===== config.mk =====
export PLATFORM = sky130hd
export DESIGN_NAME = branch_seq
export DESIGN_NICKNAME = d
export VERILOG_FILES = /design/src/rtl/branch_seq_pkg.sv /design/src/rtl/branch_seq_cmp.sv /design/src/rtl/branch_seq.sv
export SDC_FILE = /design/constraint.sdc
export NUM_CORES = 1
export LEC_CHECK = 0
export CORE_UTILIZATION = 35
export DETAILED_ROUTE_END_ITERATION = 7
export GPL_ROUTABILITY_DRIVEN = 1
export PLACE_DENSITY_LB_ADDON = 0.1
export SLEW_MARGIN = 15
export SYNTH_ARGS = -nofsm -noshare
export SYNTH_HDL_FRONTEND = slang
export SYNTH_HIERARCHICAL = 1
export SYNTH_SLANG_ARGS = --single-unit

===== constraint.sdc =====
create_clock -name clk -period 8.69 [get_ports clk]
set_input_delay 1.738 -clock clk [delete_from_list [all_inputs] [get_ports clk]]
set_output_delay 1.738 -clock clk [all_outputs]
set_load 0.02 [all_outputs]

===== src/rtl/branch_seq_pkg.sv =====
// Shared definitions for the ID-stage branch sequencer: comparator opcodes,
// sequencer state encodings and the branch-target helper.
package branch_seq_pkg;

    localparam logic [2:0] CMP_BEQ    = 3'd0;
    localparam logic [2:0] CMP_BNE    = 3'd1;
    localparam logic [2:0] CMP_BLTZAL = 3'd2;

    localparam logic [0:0] BR_S_IDLE = 1'b0;
    localparam logic [0:0] BR_S_WAIT = 1'b1;

    localparam int BR_MAX_WAIT = 3;

    // PC-relative target: pc + 4 + (sext(offset) << 2), wrapping at 2^32
    function automatic logic [31:0] br_target(input logic [31:0] pc, input logic [15:0] offset);
        return pc + 32'd4 + {{14{offset[15]}}, offset, 2'b00};
    endfunction

endpackage


===== src/rtl/branch_seq_cmp.sv =====
// Branch condition comparator; unknown opcodes never jump.
module branch_seq_cmp
    import branch_seq_pkg::*;
(
    input  logic [31:0] rs_val,
    input  logic [31:0] rt_val,
    input  logic [2:0]  cmpop,
    output logic        jump
);

    // Evaluate the branch condition selected by cmpop
    always_comb begin
        jump = 1'b0;
        case (cmpop)
            CMP_BEQ:    jump = (rs_val == rt_val);
            CMP_BNE:    jump = (rs_val != rt_val);
            CMP_BLTZAL: jump = rs_val[31];
            default:    jump = 1'b0;
        endcase
    end

endmodule


===== src/rtl/branch_seq.sv =====
// ID-stage branch sequencer: stalls on unready operands, resolves branches in
// the same cycle, drives NPC redirect / link write and keeps debug statistics.
module branch_seq
    import branch_seq_pkg::*;
#(
    parameter int CNT_W    = 32,
    parameter int MAX_WAIT = BR_MAX_WAIT
) (
    input  logic             clk,
    input  logic             reset,
    input  logic             freeze,
    input  logic             id_valid,
    input  logic             id_branch,
    input  logic [2:0]       id_cmpop,
    input  logic [31:0]      id_pc,
    input  logic [15:0]      id_offset,
    input  logic [31:0]      rs_val,
    input  logic [31:0]      rt_val,
    input  logic             rs_ready,
    input  logic             rt_ready,
    output logic             stall_req,
    output logic             redirect,
    output logic [31:0]      redirect_pc,
    output logic             link_we,
    output logic [31:0]      link_pc,
    output logic [CNT_W-1:0] br_cnt,
    output logic [CNT_W-1:0] taken_cnt,
    output logic [CNT_W-1:0] stall_cnt,
    output logic             hazard_err
);

    localparam int                WAIT_W   = $clog2(MAX_WAIT + 2);
    localparam logic [WAIT_W-1:0] WAIT_MAX = WAIT_W'(MAX_WAIT);
    localparam logic [WAIT_W-1:0] WAIT_ONE = WAIT_W'(32'd1);
    localparam logic [CNT_W-1:0]  CNT_ONE  = CNT_W'(32'd1);
    localparam logic [CNT_W-1:0]  CNT_MAX  = {CNT_W{1'b1}};

    logic [0:0]        state_r;
    logic [WAIT_W-1:0] wait_cnt_r;
    logic              jump_s;
    logic              branch_s;
    logic              rdy_s;
    logic              resolve_s;
    logic              stall_s;
    logic              show_s;

    branch_seq_cmp u_cmp (
        .rs_val (rs_val),
        .rt_val (rt_val),
        .cmpop  (id_cmpop),
        .jump   (jump_s)
    );

    // Resolve/stall decode; a flushed WAIT neither stalls nor resolves
    always_comb begin
        branch_s    = id_valid & id_branch;
        rdy_s       = rs_ready & (rt_ready | (id_cmpop == CMP_BLTZAL));
        resolve_s   = ~freeze & branch_s & rdy_s;
        stall_s     = ~freeze & branch_s & ~rdy_s;
        show_s      = (state_r == BR_S_WAIT) | id_branch;
        stall_req   = stall_s;
        redirect    = resolve_s & jump_s;
        link_we     = resolve_s & (id_cmpop == CMP_BLTZAL);
        if (show_s) begin
            redirect_pc = br_target(id_pc, id_offset);
            link_pc     = id_pc + 32'd8;
        end else begin
            redirect_pc = 32'd0;
            link_pc     = 32'd0;
        end
    end

    // Sequencer state, wait timer, sticky timeout flag and saturating counters
    always_ff @(posedge clk) begin
        if (!reset) begin
            state_r    <= BR_S_IDLE;
            wait_cnt_r <= {WAIT_W{1'b0}};
            hazard_err <= 1'b0;
            br_cnt     <= {CNT_W{1'b0}};
            taken_cnt  <= {CNT_W{1'b0}};
            stall_cnt  <= {CNT_W{1'b0}};
        end else if (!freeze) begin
            case (state_r)
                BR_S_IDLE: begin
                    if (stall_s) begin
                        state_r    <= BR_S_WAIT;
                        wait_cnt_r <= WAIT_ONE;
                    end
                end
                BR_S_WAIT: begin
                    if (!branch_s || rdy_s) begin
                        state_r    <= BR_S_IDLE;
                        wait_cnt_r <= {WAIT_W{1'b0}};
                    end else begin
                        if (wait_cnt_r == WAIT_MAX) begin
                            hazard_err <= 1'b1;
                        end else begin
                            wait_cnt_r <= wait_cnt_r + WAIT_ONE;
                        end
                    end
                end
                default: begin
                    state_r    <= BR_S_IDLE;
                    wait_cnt_r <= {WAIT_W{1'b0}};
                end
            endcase
            if (resolve_s && br_cnt != CNT_MAX) begin
                br_cnt <= br_cnt + CNT_ONE;
            end
            if (resolve_s && jump_s && taken_cnt != CNT_MAX) begin
                taken_cnt <= taken_cnt + CNT_ONE;
            end
            if (stall_s && stall_cnt != CNT_MAX) begin
                stall_cnt <= stall_cnt + CNT_ONE;
            end
        end
    end

endmodule

# Word-level counts from Yosys, hierarchy flattened
# Index checks and enable logic that the tools add are counted.
# Widths: inputs -> output; s select.
[word_totals]
reg_bits = 101
inputBits = 122
output_inout_bits = 164
word_cells = 58
[classes]
add_sub_neg = 7
eq_ne = 10
n_mux = 10
bitwise_logic = 13
reduce_logical = 12
[op_table]
columns = ["cell", "n"]
rows = [
  ["$add 32x1->32 const B", 3],
  ["$ne 32x32->1 const B", 3],
  ["$mux 32", 2],
  ["$add 32x3->32 const B", 1],
  ["$add 32x32->32", 1],
  ["$add 32x4->32 const B", 1],
  ["$eq 32x32->1", 1],
  ["$ne 32x32->1", 1],
  ["$mux 3", 3],
  ["$and 1x1->1", 7],
  ["$eq 3x2->1 const B", 2],
  ["$pmux 3 s2", 1],
  ["$reduce_and 2->1", 3],
  ["$logic_and 1x1->1", 4],
  ["$not 1->1", 4],
  ["$reduce_and 4->1", 1],
  ["$add 3x1->3 const B", 1],
  ["$eq 3x1->1 const B", 1],
  ["$logic_not 3->1", 1],
  ["$ne 3x3->1 const B", 1],
  ["$pmux 1 s3", 1],
  ["$reduce_and 3->1", 1],
  ["$mux 1", 2],
  ["$ne 2x2->1 const B", 1],
  ["other kinds (4)", 5],
]

# Logic depth before layout (Yosys ltp)
[logic_depth]
word_depth = 7
mapped_depth = 14
mapped_depth_nobuf = 14

# Modules after synthesis
# Netlist, hierarchy kept.
[by_module_without_submodules]
columns = ["module", "instances", "cells_each", "area_per_inst_um2", "seq_area_each_um2"]
rows = [
  ["branch_seq", 1, 932, 7500.9, 2021.9],
  ["branch_seq_cmp", 1, 49, 396.6, 0.0],
]

# Worst setup path before layout
# Ideal clock, no wire load.
[synth_timing]
kind = "input to output"
from = "input id_pc[3]"
to = "output redirect_pc[29]"
arrival_ps = 4131
t_required_ps = 6952
path_slack_ps = 2821
stages = 12
path_buffers = 0
cell_sequence = "ha_1 ha_1 inv_1 fa_1 nor2b_1 o21ai_0 a21oi_1 o21ai_0 a21oi_1 o21ai_0 o21ai_0 mux2i_1"
[synth_via]
elab_chain_cells = 3
[synth_lines]
columns = ["element", "line_no", "source"]
rows = [
  ["start, declared", "branch_seq.sv:15", "input logic [31:0] id_pc,"],
  ["$add 32x3->32", "branch_seq_pkg.sv:16", "return pc + 32'd4 + {{14{offset[15]}}, offset, 2'b00};"],
  ["$add 32x32->32", "branch_seq_pkg.sv:16", ""],
  ["$mux 32", "branch_seq.sv:64", "if (show_s) begin"],
  ["end, declared", "branch_seq.sv:23", "output logic [31:0] redirect_pc,"],
]
# No other way between the ends.

# Worst setup path in the final report
# Same ends and word-level chain as after synthesis.

==> impl_metrics.ini <==
[status]
status = complete, but fails checks
violations = DRC

[placement]
gp_congestion = 0.859
numPortBuffers = 285
post-place-ws_ns = 1.50
place_area_um2 = 11000
dpl.hpwl_mm = 18.3

[worst_setup_path]
critPathMaxFanout = 5
arrival_ns = 5.49
crit_type = input pin to output pin
critPathLaunchType = input pin
critical_path_required_ns = 6.95
cp-end-kind = output pin

[finish]
fillerInstances = 2137
final-seq-area_um2 = 2020
area_growth_pct = 43.2
layout-drive-gt1-share_pct = 3.82
post-route-util_pct = 51.5
multiInputGateArea_um2 = 5640
nNetsFinal = 1436
stdcell_area_um2 = 11300
insertedDiodeCount = 0

[floorplanning]
die_area_um2 = 23200
die_x_um = 152
num_rows = 54
fp.dieH_um = 152
io_pins = 286
coreArea_um2 = 22000
start_util_pct = 36.0

[cts]
postCtsHoldBufs = 0
cts_resized = 0
cts_made_buffers = 9
insertion_delay_ns = 0.36
clockBufferDepth = 2
path_clk_slew_ns = 0.07
cts_tree = yes
cts_sinks = 101
postCtsSetupBuffers = 0
cts_root_buf = clkbuf_16
htreeDepth = 3

[synthesis]
synth_edf_count = 0
ys_dominant_reg_cell = dfxtp_1
synthArstFlopShare_pct = 0
synthesis.area_um2 = 7900
synth_area_leaders = dfxtp_1 26%, xnor2_1 11%, ha_1 10%, and2_1 6.3%, xor2_1 6.2%
syn_area_per_cell_um2 = 8.05
yosysUniqueCellTypes = 68
synth_top_cell_area_share_pct = 25.6
ys_ff_latch = 101
yosys.area.top_type = dfxtp_1
synth_cells = 981
yosysSeqAreaShare_pct = 25.6
syn_nets = 1167
ys_warn_count = 6

[sta]
rsz0062_at_grt = false
worstMarginPinSlew_ns = 0.949
hold_viol = 0
fin_crit_sh_pct = 83.2
skew_ns = 0.0142
fin_tns_setup_ns = 0
report.final.slew_viol_count = 0
period_needed_ns = 7.23
clock.fmax_mhz = 138
maxSlewHeadroom_pct = 36.6
setup_viol = 0
fin_ws_ns = 1.46

[route]
post-route-drc-count = 21
post_drt_wl_per_cell_um = 15.0
ant_nets = 0
first_pass_iters = 7
wirelength_mm = 23.0
vias_per_cell = 4.96
vias = 7621
drt_iter0_drc = 273

[worst_hold_path]
hp-class = flop to flop

[power]
finalPower_mw = 1.30
power_density_nw_per_um2 = 115
cellLeakagePower_nw = 4.29
ir_drop_mv = 0.120

[job]
maxCapViolations = 0

[global_routing]
overflow = 0
antenna_found_initial = 0
grt_max_degree = 103
first_global_vias = 7296
grt_pass1_wl_mm = 37.5
track_usage_pct = 19.8
==> cell usage after synthesis (all sizes together), types with 2 or more instances <==
library cell and n:
or2 4, nor2 93, buf 5, nand4 36, or4b 2, o21a 4
o21bai 6, a21o 12, clkbuf 23, nor3 16, a32oi 2, o21ai 37
dfxtp 101, nand2 74, ha 63, a221oi 2, a21boi 23, o31ai 3
or3 19, and3b 2, and2 82, nor2b 14, nor4 9, nand2b 4
and3 21, nor3b 3, o211ai 2, xnor2 102, xor2 56, nand3b 3
nand3 51, a31oi 5, a21oi 38, mux2i 3, inv 31, and4 18
==> worst max-delay path: stages <==
cell             delay, ns
clkdlybuf4s50_1       0.49
ha_1                  0.33
ha_1                  0.18
inv_1                 0.06
fa_1                  0.37
nor2b_1               0.16
o21ai_0               0.12
a21oi_1               0.23
o21ai_0               0.14
a21oi_1               0.34
o21ai_0               0.25
o21ai_0               0.26
mux2i_1               0.21
clkdlybuf4s50_1       0.62
==> layout by cell type (no fill, tap or decap), types with 3 or more instances in the layout <==
cell type / count
and2_1: 80
and4_1: 15
clkdlybuf4s50_1: 284
nor3_1: 15
xnor2_1: 102
mux2i_1: 3
xor2_1: 56
ha_1: 63
or2_2: 3
inv_1: 30
dfxtp_1: 101
nand2_1: 73
clkbuf_16: 9
a21o_1: 12
and3_1: 17
o31ai_1: 3
inv_6: 3
a21oi_1: 37
o21a_1: 4
nand2b_1: 4
nor2b_1: 14
a21boi_0: 22
nand3b_1: 3
nor4_2: 3
o21ai_0: 37
and3_2: 4
nand3_1: 49
or3_1: 18
a31oi_1: 5
nor2_1: 92
nand4_1: 35
nor4_1: 6
o21bai_1: 6
==> cell families (layout without fill, tap and decap cells) <==
logic type,Yosys count,in the layout,synth area share [%]
buf+inv,59,333,3.09
compound gates,141,141,11.5
xor+xnor,158,158,17.5
fa+ha+maj,64,64,10.2
flops,101,101,25.6
simple gates,455,455,31.7
mux,3,3,0.380
==> worst paths after layout <==
| check | start | slack (ns) | depth (start not counted) | endpoint |
|---|---|---|---|---|
| worst max-delay path | id_pc[3] | 1.46 | 14 | redirect_pc[29] |
| worst min-delay path | hazard_err | 0.47 | 1 | hazard_err |
| worst max register to register | br_cnt[3] | 6.16 | 7 | br_cnt[25] |
| worst min register to register | hazard_err | 0.47 | 1 | hazard_err |
==> sequential cells by signal, indices dropped and copies added, names as in the netlist <==
register	count
hazard_err	1
taken_cnt	32
br_cnt	32
stall_cnt	32
state_r	1
wait_cnt_r	3
==> per-stage QoR <==
step | hold WS (ns) | instances
detailed placement | 0.461 | 1519
global placement | 0.450 | 1519
global route | 0.501 | 1535
floorplan | 0.498 | 981
finish | 0.472 | 1535
CTS | 0.477 | 1535
==> routing by layer <==
metal  vias up  track usage (%)  part of all wire, %
met5         -                0                    0
met4         0             5.83                  1.6
met3        24             4.44                  6.5
met2       179             33.0                   46
met1      3463             25.5                   46
li1       3955                -                    -
==> final cells by class <==
type,instances,share of cell area [%]
clock buffer,10,2.11
clock inverter,6,0.675
inverter,31,1.07
multi-input combinational,821,49.9
sequential,101,17.9
tap,280,3.10
timing repair buffer,286,25.3
==> power by group <==
group	switching (mW)	internal [mW]	total, mW
registers	0.00167	0.464	0.465
logic	0.208	0.199	0.408
clock network	0.195	0.237	0.431
total	0.405	0.899	1.30
No activity file was read; power rests on OpenSTA's default activity.
